File: config.mk
export PLATFORM = sky130hd
export DESIGN_NAME = hwpe_cfg_initiator
export DESIGN_NICKNAME = d
export VERILOG_FILES = /design/src/rtl/hwpe_cfg_initiator.sv
export SDC_FILE = /design/constraint.sdc
export NUM_CORES = 1
export LEC_CHECK = 0
export BUFFER_PORTS_ARGS = -buffer_cell sky130_fd_sc_hd__buf_2
export CORE_MARGIN = 2
export CORE_UTILIZATION = 43
export DETAILED_ROUTE_END_ITERATION = 6
export GPL_TIMING_DRIVEN = 0
export PLACE_DENSITY = 0.67
export SYNTH_ARGS = -nofsm -noshare
export SYNTH_HDL_FRONTEND = slang
export SYNTH_SLANG_ARGS = --single-unit
File: constraint.sdc
create_clock -name clk -period 3.4 [get_ports clk]
set_input_delay 0.34 -clock clk [delete_from_list [all_inputs] [get_ports clk]]
set_output_delay 0.34 -clock clk [all_outputs]
set_load 0.01 [all_outputs]
File: src/rtl/hwpe_cfg_initiator.sv
// hwpe_cfg_initiator
//   Queues register-access commands and issues them one at a time on an HWPE
//   periph-style configuration port. Each granted request is tagged with an
//   incrementing ID. Exactly one response is expected per granted request,
//   and responses arrive in grant order. Each response is returned to the
//   command side as a single-cycle pulse.
//
// Handshakes:
//   cmd side    : a command transfers on a rising edge where
//                 cmd_valid_i && cmd_ready_o.
//   periph side : a request transfers on a rising edge where
//                 periph_req_o && periph_gnt_i. Once raised, req and all
//                 request fields stay stable until that edge.
//   response    : periph_r_valid_i is accepted on every cycle. There is no
//                 back-pressure. rsp_valid_o is a pulse and has no ready.
//
// Ports:
//   clk, rst_n               clock and asynchronous active-low reset
//   cmd_*                    command input (wen=1 read, 0 write), FIFO-buffered
//   periph_req/add/wen/be/data/id, periph_gnt_i   request channel
//   periph_r_valid/r_data/r_id                    response channel
//   rsp_valid/rdata/wen      completed-command pulse
//   err_o / err_clr_i        sticky protocol error (ID mismatch, spurious rsp)
//   busy_o                   FIFO non-empty or requests outstanding
module hwpe_cfg_initiator #(
    parameter int ID_WIDTH        = 8,
    parameter int FIFO_DEPTH      = 4,
    parameter int MAX_OUTSTANDING = 2
) (
    input  logic                clk,
    input  logic                rst_n,
    input  logic                cmd_valid_i,
    output logic                cmd_ready_o,
    input  logic                cmd_wen_i,
    input  logic [31:0]         cmd_add_i,
    input  logic [31:0]         cmd_wdata_i,
    input  logic [3:0]          cmd_be_i,
    output logic                periph_req_o,
    output logic [31:0]         periph_add_o,
    output logic                periph_wen_o,
    output logic [3:0]          periph_be_o,
    output logic [31:0]         periph_data_o,
    output logic [ID_WIDTH-1:0] periph_id_o,
    input  logic                periph_gnt_i,
    input  logic                periph_r_valid_i,
    input  logic [31:0]         periph_r_data_i,
    input  logic [ID_WIDTH-1:0] periph_r_id_i,
    output logic                rsp_valid_o,
    output logic [31:0]         rsp_rdata_o,
    output logic                rsp_wen_o,
    output logic                err_o,
    input  logic                err_clr_i,
    output logic                busy_o
);

    localparam int PW = (FIFO_DEPTH > 1) ? $clog2(FIFO_DEPTH) : 1;
    localparam int CW = PW + 1;
    // The expected-response queue is sized for the largest legal
    // MAX_OUTSTANDING. Occupancy is still bounded by MAX_OUTSTANDING.
    localparam int QD = 4;

    typedef struct packed {
        logic        wen;
        logic [31:0] add;
        logic [31:0] data;
        logic [3:0]  be;
    } cmd_t;

    cmd_t          fifo_mem [FIFO_DEPTH];
    logic [PW-1:0] wr_ptr, rd_ptr;
    logic [CW-1:0] fifo_cnt;
    logic          fifo_full, fifo_empty;
    logic          push, pop;
    cmd_t          head;

    logic [ID_WIDTH-1:0] exp_id_q  [QD];
    logic                exp_wen_q [QD];
    logic [1:0]          eq_wr, eq_rd;
    logic [2:0]          out_cnt;
    logic [ID_WIDTH-1:0] id_cnt;

    logic rsp_fire, spurious, id_err, new_err;

    assign fifo_full  = (fifo_cnt == CW'(FIFO_DEPTH));
    assign fifo_empty = (fifo_cnt == '0);
    assign cmd_ready_o = !fifo_full;
    assign push = cmd_valid_i && !fifo_full;

    // req depends only on registered state. Outstanding can only fall while
    // req waits for grant, so req cannot drop before it is granted.
    assign periph_req_o = !fifo_empty && (out_cnt < 3'(MAX_OUTSTANDING));
    assign pop = periph_req_o && periph_gnt_i;

    // FIFO storage is not reset. The fields are forced to zero while the
    // FIFO is empty, so stale or uninitialised entries are never visible.
    assign head          = fifo_mem[rd_ptr];
    assign periph_add_o  = fifo_empty ? 32'h0 : head.add;
    assign periph_wen_o  = fifo_empty ? 1'b0  : head.wen;
    assign periph_be_o   = fifo_empty ? 4'h0  : head.be;
    assign periph_data_o = fifo_empty ? 32'h0 : head.data;
    assign periph_id_o   = id_cnt;

    assign rsp_fire = periph_r_valid_i && (out_cnt != '0);
    assign spurious = periph_r_valid_i && (out_cnt == '0);
    assign id_err   = rsp_fire && (periph_r_id_i != exp_id_q[eq_rd]);
    assign new_err  = id_err || spurious;

    assign busy_o = !fifo_empty || (out_cnt != '0);

    always_ff @(posedge clk) begin
        if (push) begin
            fifo_mem[wr_ptr] <= '{wen: cmd_wen_i, add: cmd_add_i,
                                  data: cmd_wdata_i, be: cmd_be_i};
        end
    end

    always_ff @(posedge clk or negedge rst_n) begin
        if (!rst_n) begin
            wr_ptr   <= '0;
            rd_ptr   <= '0;
            fifo_cnt <= '0;
        end else begin
            if (push) wr_ptr <= wr_ptr + PW'(1);
            if (pop)  rd_ptr <= rd_ptr + PW'(1);
            fifo_cnt <= fifo_cnt + CW'(push) - CW'(pop);
        end
    end

    always_ff @(posedge clk or negedge rst_n) begin
        if (!rst_n) begin
            eq_wr   <= '0;
            eq_rd   <= '0;
            out_cnt <= '0;
            id_cnt  <= '0;
            for (int i = 0; i < QD; i++) begin
                exp_id_q[i]  <= '0;
                exp_wen_q[i] <= 1'b0;
            end
        end else begin
            if (pop) begin
                exp_id_q[eq_wr]  <= id_cnt;
                exp_wen_q[eq_wr] <= head.wen;
                eq_wr            <= eq_wr + 2'd1;
                id_cnt           <= id_cnt + ID_WIDTH'(1);
            end
            if (rsp_fire) eq_rd <= eq_rd + 2'd1;
            out_cnt <= out_cnt + 3'(pop) - 3'(rsp_fire);
        end
    end

    always_ff @(posedge clk or negedge rst_n) begin
        if (!rst_n) begin
            rsp_valid_o <= 1'b0;
            rsp_rdata_o <= '0;
            rsp_wen_o   <= 1'b0;
            err_o       <= 1'b0;
        end else begin
            rsp_valid_o <= rsp_fire;
            if (rsp_fire) begin
                rsp_rdata_o <= periph_r_data_i;
                rsp_wen_o   <= exp_wen_q[eq_rd];
            end
            // A new error wins over a clear in the same cycle.
            if (new_err)        err_o <= 1'b1;
            else if (err_clr_i) err_o <= 1'b0;
        end
    end

endmodule

==> results.cfg, run 1 <==
[synth]
netlist-cell-type-count = 33
postSynthRegisterBits = 369
sequential_share_of_the_synthesized_area_pct = 73.32
synth_enable_flop_cells = 276
synthTopCellsByArea = edfxtp_1, dfrtp_1, mux4_2
most_used_flip_flop_cell_after_synthesis = edfxtp_1
async_flop_share_pct = 25.20
synthesis.instances = 784
synth-warning-count = 0
post-synth-top-area-fraction_pct = 57.25
yosysTopAreaCell = edfxtp_1
synthesis.area_per_instance_sq_um = 18.47
synth.net_count = 915
syn-cell-area_sq_mm = 0.01448

[critical_path]
r2r_slack_ns = 0.22
timing.critical_path.cells = nor3_2, nand2b_1, clkbuf_1, inv_2, clkbuf_1, ha_1, inv_1, ha_1, inv_1, fa_1, xor2_1
r2r-start = out_cnt[1]
cp_data_arrival_time_ns = 3.57
critPathRequiredTime_ns = 3.79
timing_worst_setup_path_type = reg2reg
reg2reg_depth = 11
max_stage_delay_ns = 0.51
crit_family = buffers and inverters
worstPathMaxFanout = 11
r2r_end = out_cnt[2]
start_kind = flop
worstPathBufferInverterCount = 5
critical_path.slowest_cell = nor3_2
end_kind = flop

[finish]
layout.cells.most_common = edfxtp_1
flow.area_growth_from_synthesis_pct = 21.43
fillerInstances = 2756
post_route_cells_drive_above_1_share_pct = 37.58
register_area_sq_mm = 0.01062
layout.nets = 1194
multi_input_comb_area_sq_mm = 0.003666
final_cell_mix = edfxtp_1, buf_2, nand2_1, dfrtp_1, mux4_2
final_design_area_no_fill_sq_mm = 0.01758

[sta]
clock.fmax_mhz = 314.6
finalClockSkew_ns = 0.01898
worstMarginPinSlew_ns = 0.6841
timing_hold_violations_final = 0
timing.max_slew.rel_slack_pct = 54.24
timing.final.crit_period_ns = 3.179
slew_violations = 0
setup_repair_after_global_routing_missed_its_margin = no
total_of_endpoints_with_negative_setup_slack_in_the_final_report = 0
fin_crit_sh_pct = 93.50

[detailed_routing]
ant_nets = 0
post_drt_via_cell_ratio = 4.955
post_drt_wl_per_cell_microns = 19.28
initialDrtViolationCount = 387
detail_route.wirelength_mm = 29.75
post-route-drc-count = 0
detailedRoute.firstPassIterationCount = 4
route.vias.total = 7646

[global_routing]
grt_pass1_wl_mm = 46.37
grt_util_all_layers_pct = 17.14
gr-total-overflow = 0
grt_antenna_before_repair = 9
first_global_vias = 8147
grt_max_degree = 69

[hold_path]
min-delay-path-class = in2reg
hold_path.startpoint = periph_r_data_i[29]
holdPathStages = 3
worstHoldEndpoint = rsp_rdata_o[29]

[clocking]
clockRootBuffer = clkbuf_16
tritoncts = done
tritoncts.num_buffers = 40
cts.sink_count = 369
clkLatencyLatePin_ns = 0.52
htree_levels = 2
clock_tree.buffer_depth = 3
path_clk_slew_ns = 0.06

[placed_design]
placement.io_buffers = 229
dp_hpwl_mm = 19.18
place_area_sq_mm = 0.01634
finalWeightedCongestion = 0.8247

[status]
run_status = finished clean

[floorplan]
num_rows = 67
chipHeight_microns = 187.5
ioPinCount = 230
design.core.area_sq_mm = 0.03336
chip_width_microns = 187.5
fp.dieArea_sq_mm = 0.03515
initial_utilization_pct = 43.39

[power]
totalPowerFinal_w = 0.01534
power-per-cell-area_mw_per_mm2 = 872.5
power.ir.vdd_worst_v = 0.0005069
cellLeakagePower_nw = 6.907

[run]
maxCapViolCount = 0
[logic make-up after synthesis]
logic type / after synthesis / synth area share, %
flops: 369 / 73.32
simple gates: 199 / 6.681
mux: 118 / 15.13
buf+inv: 52 / 1.573
xor+xnor: 26 / 1.625
fa+ha+maj: 16 / 1.486
compound gates: 4 / 0.1815
[repair_timing]
action / CTS / global route
gates resized for setup: 2 / 0
hold buffers: 3 / 0
setup buffers: 0 / 0
endpoints found under the setup margin: 4 / 0
endpoints found under the hold margin: 27 / 0
[through the flow]
stage	hold WS, ns	instances	setup TNS (ns)	worst slack (ns)	util, %
floorplan	0.04441	784	0	0.6254	-
global placement	0.4538	1461	-208.88	-0.8035	48.51
detailed placement	0.2782	1466	-0.4543	-0.1750	48.99
CTS	0.00004785	1539	0	0.1306	52.66
global route	0.009834	1540	0	0.03341	52.67
finish	0.02045	1543	0	0.2209	52.69
[per-layer routing]
| layer | up-vias | wire, microns | global-route usage [%] |
|---|---|---|---|
| met2 | 227 | 14520 | 29.21 |
| met5 | - | 69 | 0 |
| met1 | 3834 | 12390 | 21.44 |
| met3 | 55 | 2205 | 5.297 |
| met4 | 10 | 567 | 4.482 |
| li1 | 3520 | - | - |
[cell type report]
class | instances | area share (%)
repair buffers | 237 | 7.487
flip-flops and latches | 369 | 60.38
clock inverters | 14 | 0.5907
diodes | 4 | 0.05694
plain buffers | 36 | 0.9537
well taps | 448 | 3.188
clock buffers | 56 | 6.149
inverters | 16 | 0.3416
multi-input cells | 363 | 20.85
[flip-flops by register name, summed over array words and instances, names as in the netlist]
| signal | cells |
|---|---|
| eq_rd | 2 |
| eq_wr | 2 |
| err_o | 1 |
| exp_id_q | 32 |
| exp_wen_q | 4 |
| fifo_cnt | 3 |
| fifo_mem | 276 |
| out_cnt | 3 |
| periph_id_o | 8 |
| rd_ptr | 2 |
| rsp_rdata_o | 32 |
| rsp_valid_o | 1 |
| rsp_wen_o | 1 |
| wr_ptr | 2 |
[worst register-to-register path: cells and delay by family, from the launching register on]
| kind | cells | cell delay [ns] |
|---|---|---|
| buffers and inverters | 5 | 0.90 |
| adders and majority gates | 3 | 0.88 |
| and+or+nand+nor | 2 | 0.69 |
| DFF | 1 | 0.42 |
| xor gates and xnor gates | 1 | 0.17 |
[Yosys cell counts (7+ instances only)]
library cell and instances:
xnor2_1 15, clkbuf_1 27, ha_1 14, mux4_2 73
nor2b_1 70, dfrtp_1 93, inv_1 15, buf_2 7
xor2_1 10, nand2_1 109, mux2_2 38, edfxtp_1 276
[power breakdown]
part	total (W)	internal (W)	switching, W
sequential	0.00628	0.00593	0.000345
clock	0.00395	0.00229	0.00165
combinational	0.00511	0.00234	0.00278
[how the worst max path moves through the flow]
stage                      startpoint              to  slack, ns  cells after the start
final                      out_cnt[1]      out_cnt[2]       0.22                     11
after global routing       out_cnt[1]      out_cnt[2]       0.03                     11
after CTS                  out_cnt[1]      out_cnt[2]       0.13                     11
after detailed placement  fifo_cnt[1]     fifo_cnt[2]      -0.18                     10
after global placement    fifo_cnt[1]  fifo_mem[3][1]      -0.80                      3
after floorplan           fifo_cnt[1]  fifo_mem[0][0]       0.63                      3
(Power assumes the default switching activity.)
==> inputs of run 2 (changes only) <==
==> config.mk (replaced) <==
export PLATFORM = sky130hd
export DESIGN_NAME = hwpe_cfg_initiator
export DESIGN_NICKNAME = d
export VERILOG_FILES = /design/src/rtl/hwpe_cfg_initiator.sv
export SDC_FILE = /design/constraint.sdc
export NUM_CORES = 1
export LEC_CHECK = 0
export ABC_AREA = 1
export CORE_MARGIN = 2
export CORE_UTILIZATION = 43
export DETAILED_ROUTE_END_ITERATION = 6
export DONT_BUFFER_PORTS = 1
export GPL_TIMING_DRIVEN = 0
export PLACE_DENSITY = 0.62
export SYNTH_ARGS = -nofsm -noshare
export SYNTH_HDL_FRONTEND = slang
export SYNTH_SLANG_ARGS = --single-unit
==> run 2 against run 1 <==
Effect of this change: power increased by 6.0%; clock skew increased by 0.0090 ns; register-to-register slack improved by 0.34 ns; global-route usage increased by 3.3 points; hold slack improved by 0.086 ns; combinational power increased by 9.2%; sequential cell count unchanged; worst setup slack got worse by 0.026 ns; critical path depth decreased by 4; critical path type is now reg2out; largest cell class unchanged.
==> results.cfg, run 2 <==
[status]
run_status = finished clean

[global_routing]
grt_util_all_layers_pct = 20.45
grt_pass1_wl_mm = 56.47
gr-usage-met1_pct = 26.50
use_met2_pct = 33.56
gr-max-usage-layer = met2
grt_max_degree = 94
grtUsageMet3_pct = 5.468
grt_antenna_before_repair = 2
first_global_vias = 9770
gr-total-overflow = 0

[finish]
instances_no_fill = 1923
largest_registers = fifo_mem (276), exp_id_q (32), rsp_rdata_o (32)
top_register = fifo_mem
layout.nets = 1578
final_design_area_no_fill_sq_mm = 0.01781
flow.area_growth_from_synthesis_pct = 20.80
largest_register_ffs = 276
layout.cells.most_common = nor2_1
fillerInstances = 2786
final_cell_mix = nor2_1, edfxtp_1, nand2_1, o21ai_0, dlygate4sd3_1
post_route_cells_drive_above_1_share_pct = 6.174

[sta]
hold_slack_ns = 0.1065
clock.fmax_mhz = 312.0
fin_crit_sh_pct = 94.26
finalClockSkew_ns = 0.02799
setup_repair_after_global_routing_missed_its_margin = no
final.setup.worst_slack_ns = 0.1952
worstMarginPinSlew_ns = 0.8423
slew_violations = 0
timing.max_slew.rel_slack_pct = 43.72
timing.final.crit_period_ns = 3.205
total_of_endpoints_with_negative_setup_slack_in_the_final_report = 0
timing_hold_violations_final = 0

[power]
power-per-cell-area_mw_per_mm2 = 913.0
clkPwrFrac_pct = 25.4
p_switching_w = 0.006269
totalPowerFinal_w = 0.01626
cellLeakagePower_nw = 6.721
power.ir.vdd_worst_v = 0.0005662
internal_power_w = 0.009993
proportion_of_power_drawn_by_flip_flops_and_latches_pct = 40.3
p_sw_share_pct = 38.55
combinational_share_of_power_pct = 34.3

[run]
maxCapViolCount = 0

[synth]
syn-cell-area_sq_mm = 0.01475
synth_enable_flop_cells = 276
post-synth-top-count-cell = nor2_1
yosysTopAreaCell = edfxtp_1
async_flop_share_pct = 25.20
synthesis.instances = 1291
synth_commonest_cells = nor2_1, edfxtp_1, nand2_1
post-synth-top-area-fraction_pct = 56.21
sequential_share_of_the_synthesized_area_pct = 71.99
postSynthRegisterBits = 369
synthTopCellsByArea = edfxtp_1, dfrtp_1, nor2_1
netlist-cell-type-count = 28
synth-warning-count = 0
most_used_flip_flop_cell_after_synthesis = edfxtp_1
synthesis.area_per_instance_sq_um = 11.42
synth.net_count = 1422

[critical_path]
cp_data_arrival_time_ns = 2.86
end_kind = output pin
start_kind = flop
critPathRequiredTime_ns = 3.06
timing_worst_setup_path_type = reg2out
r2r_slack_ns = 0.56
worstPathMaxFanout = 10

[placed_design]
finalWeightedCongestion = 0.7829
placement.io_buffers = 0
place_area_sq_mm = 0.01550
dpl.cell_count = 1747
preCtsSetupSlack_ns = 0.4934
dp_hpwl_mm = 23.34

[clocking]
clockRootBuffer = clkbuf_16
htree_levels = 2
tritoncts.num_buffers = 41
cts.sink_count = 369
post_cts_buffers = 0
tritoncts = done
clock_tree.buffer_depth = 3
clkLatencyLatePin_ns = 0.54
path_clk_slew_ns = 0.06

[hold_path]
min-delay-path-class = in2reg

[floorplan]
ioPinCount = 230
chipHeight_microns = 189.2
design.core.area_sq_mm = 0.03362
num_rows = 67
initial_utilization_pct = 43.86
fp.dieArea_sq_mm = 0.03579
chip_width_microns = 189.2

[detailed_routing]
post-route-drc-count = 0
detail_route.wirelength_mm = 36.38
post_drt_via_cell_ratio = 5.098
route.vias.total = 9803
post_drt_wl_per_cell_microns = 18.92
detailedRoute.firstPassIterationCount = 4
initialDrtViolationCount = 536
ant_nets = 0
## run 2: changes by cell type after synthesis, moves of 38 or more
cell,before,now
a21oi_1,0,69
mux2_2,38,0
mux4_2,73,0
nand2_1,109,197
nor2_1,2,294
nor2b_1,70,0
o21ai_0,1,177
## run 2: stage by stage
step	setup TNS (ns)	utilization, %
after floorplan	-226.20	-
after global placement	-931.94	45.53
after detailed placement	0	46.10
after CTS	0	52.96
after global routing	0	52.99
final	0	52.99
## run 2: cells by family (layout without fill, tap and decap cells)
family | Yosys count | count (layout) | share of synthesized area, %
compound gates | 250 | 250 | 8.502
xor+xnor | 15 | 15 | 0.8910
fa+ha+maj | 16 | 16 | 1.460
buf+inv | 108 | 291 | 2.987
flops | 369 | 369 | 71.99
other cells | 0 | 1 | 0
simple gates | 533 | 533 | 14.17
## run 2: final timing paths
check / from / end / cells after the start
worst max-delay path: rd_ptr[1] / periph_data_o[25] / 7
worst min-delay path: periph_gnt_i / eq_wr[0] / 2
worst max register to register: fifo_cnt[1] / fifo_cnt[2] / 11
worst min register to register: exp_id_q[28] / exp_id_q[28] / 2
max in group asynchronous: rst_n / rsp_rdata_o[17] / 2
min in group asynchronous: rst_n / exp_id_q[4] / 2
## run 2: worst max-delay path, stage by stage (launching register included)
cell and delay, ns:
dfrtp_1 0.31, buf_2 0.24, clkinv_1 0.32, clkbuf_1 0.37, buf_1 0.36, nor2_1 0.16
o21ai_0 0.09, a21oi_1 0.47
## run 2: final cells by class
type | instances | area, sq um | share of cell area [%]
repair buffers | 113 | 1229 | 6.898
well taps | 448 | 560.5 | 3.147
plain buffers | 67 | 286.5 | 1.609
diodes | 1 | 2.502 | 0.01405
multi-input cells | 814 | 3727 | 20.93
clock buffers | 57 | 1126 | 6.322
inverters | 41 | 153.9 | 0.8640
flip-flops and latches | 369 | 10620 | 59.60
clock inverters | 13 | 111.4 | 0.6252
## run 2: repair_timing
action | in CTS | in global routing
endpoints found under the hold margin | 402 | 0
hold buffers | 105 | 0
setup endpoints to repair | 0 | 2
resized for setup | 0 | 2
## run 2: power by group through the flow
stage	sequential [W]	combinational, W	clock (W)
5_1_grt	0.00667	0.00630	0.00439
2_1_floorplan	0.00660	0.00370	0
6_report	0.00655	0.00558	0.00413
3_5_place_dp	0.00664	0.00548	0
4_1_cts	0.00655	0.00567	0.00421
3_3_place_gp	0.00676	0.00524	0
## run 2: per-layer routing
metal | wire [microns] | vias to the layer above
met1 | 15300 | 4669
met2 | 17010 | 344
met5 | 13 | -
li1 | - | 4720
met3 | 3034 | 68
met4 | 1023 | 2
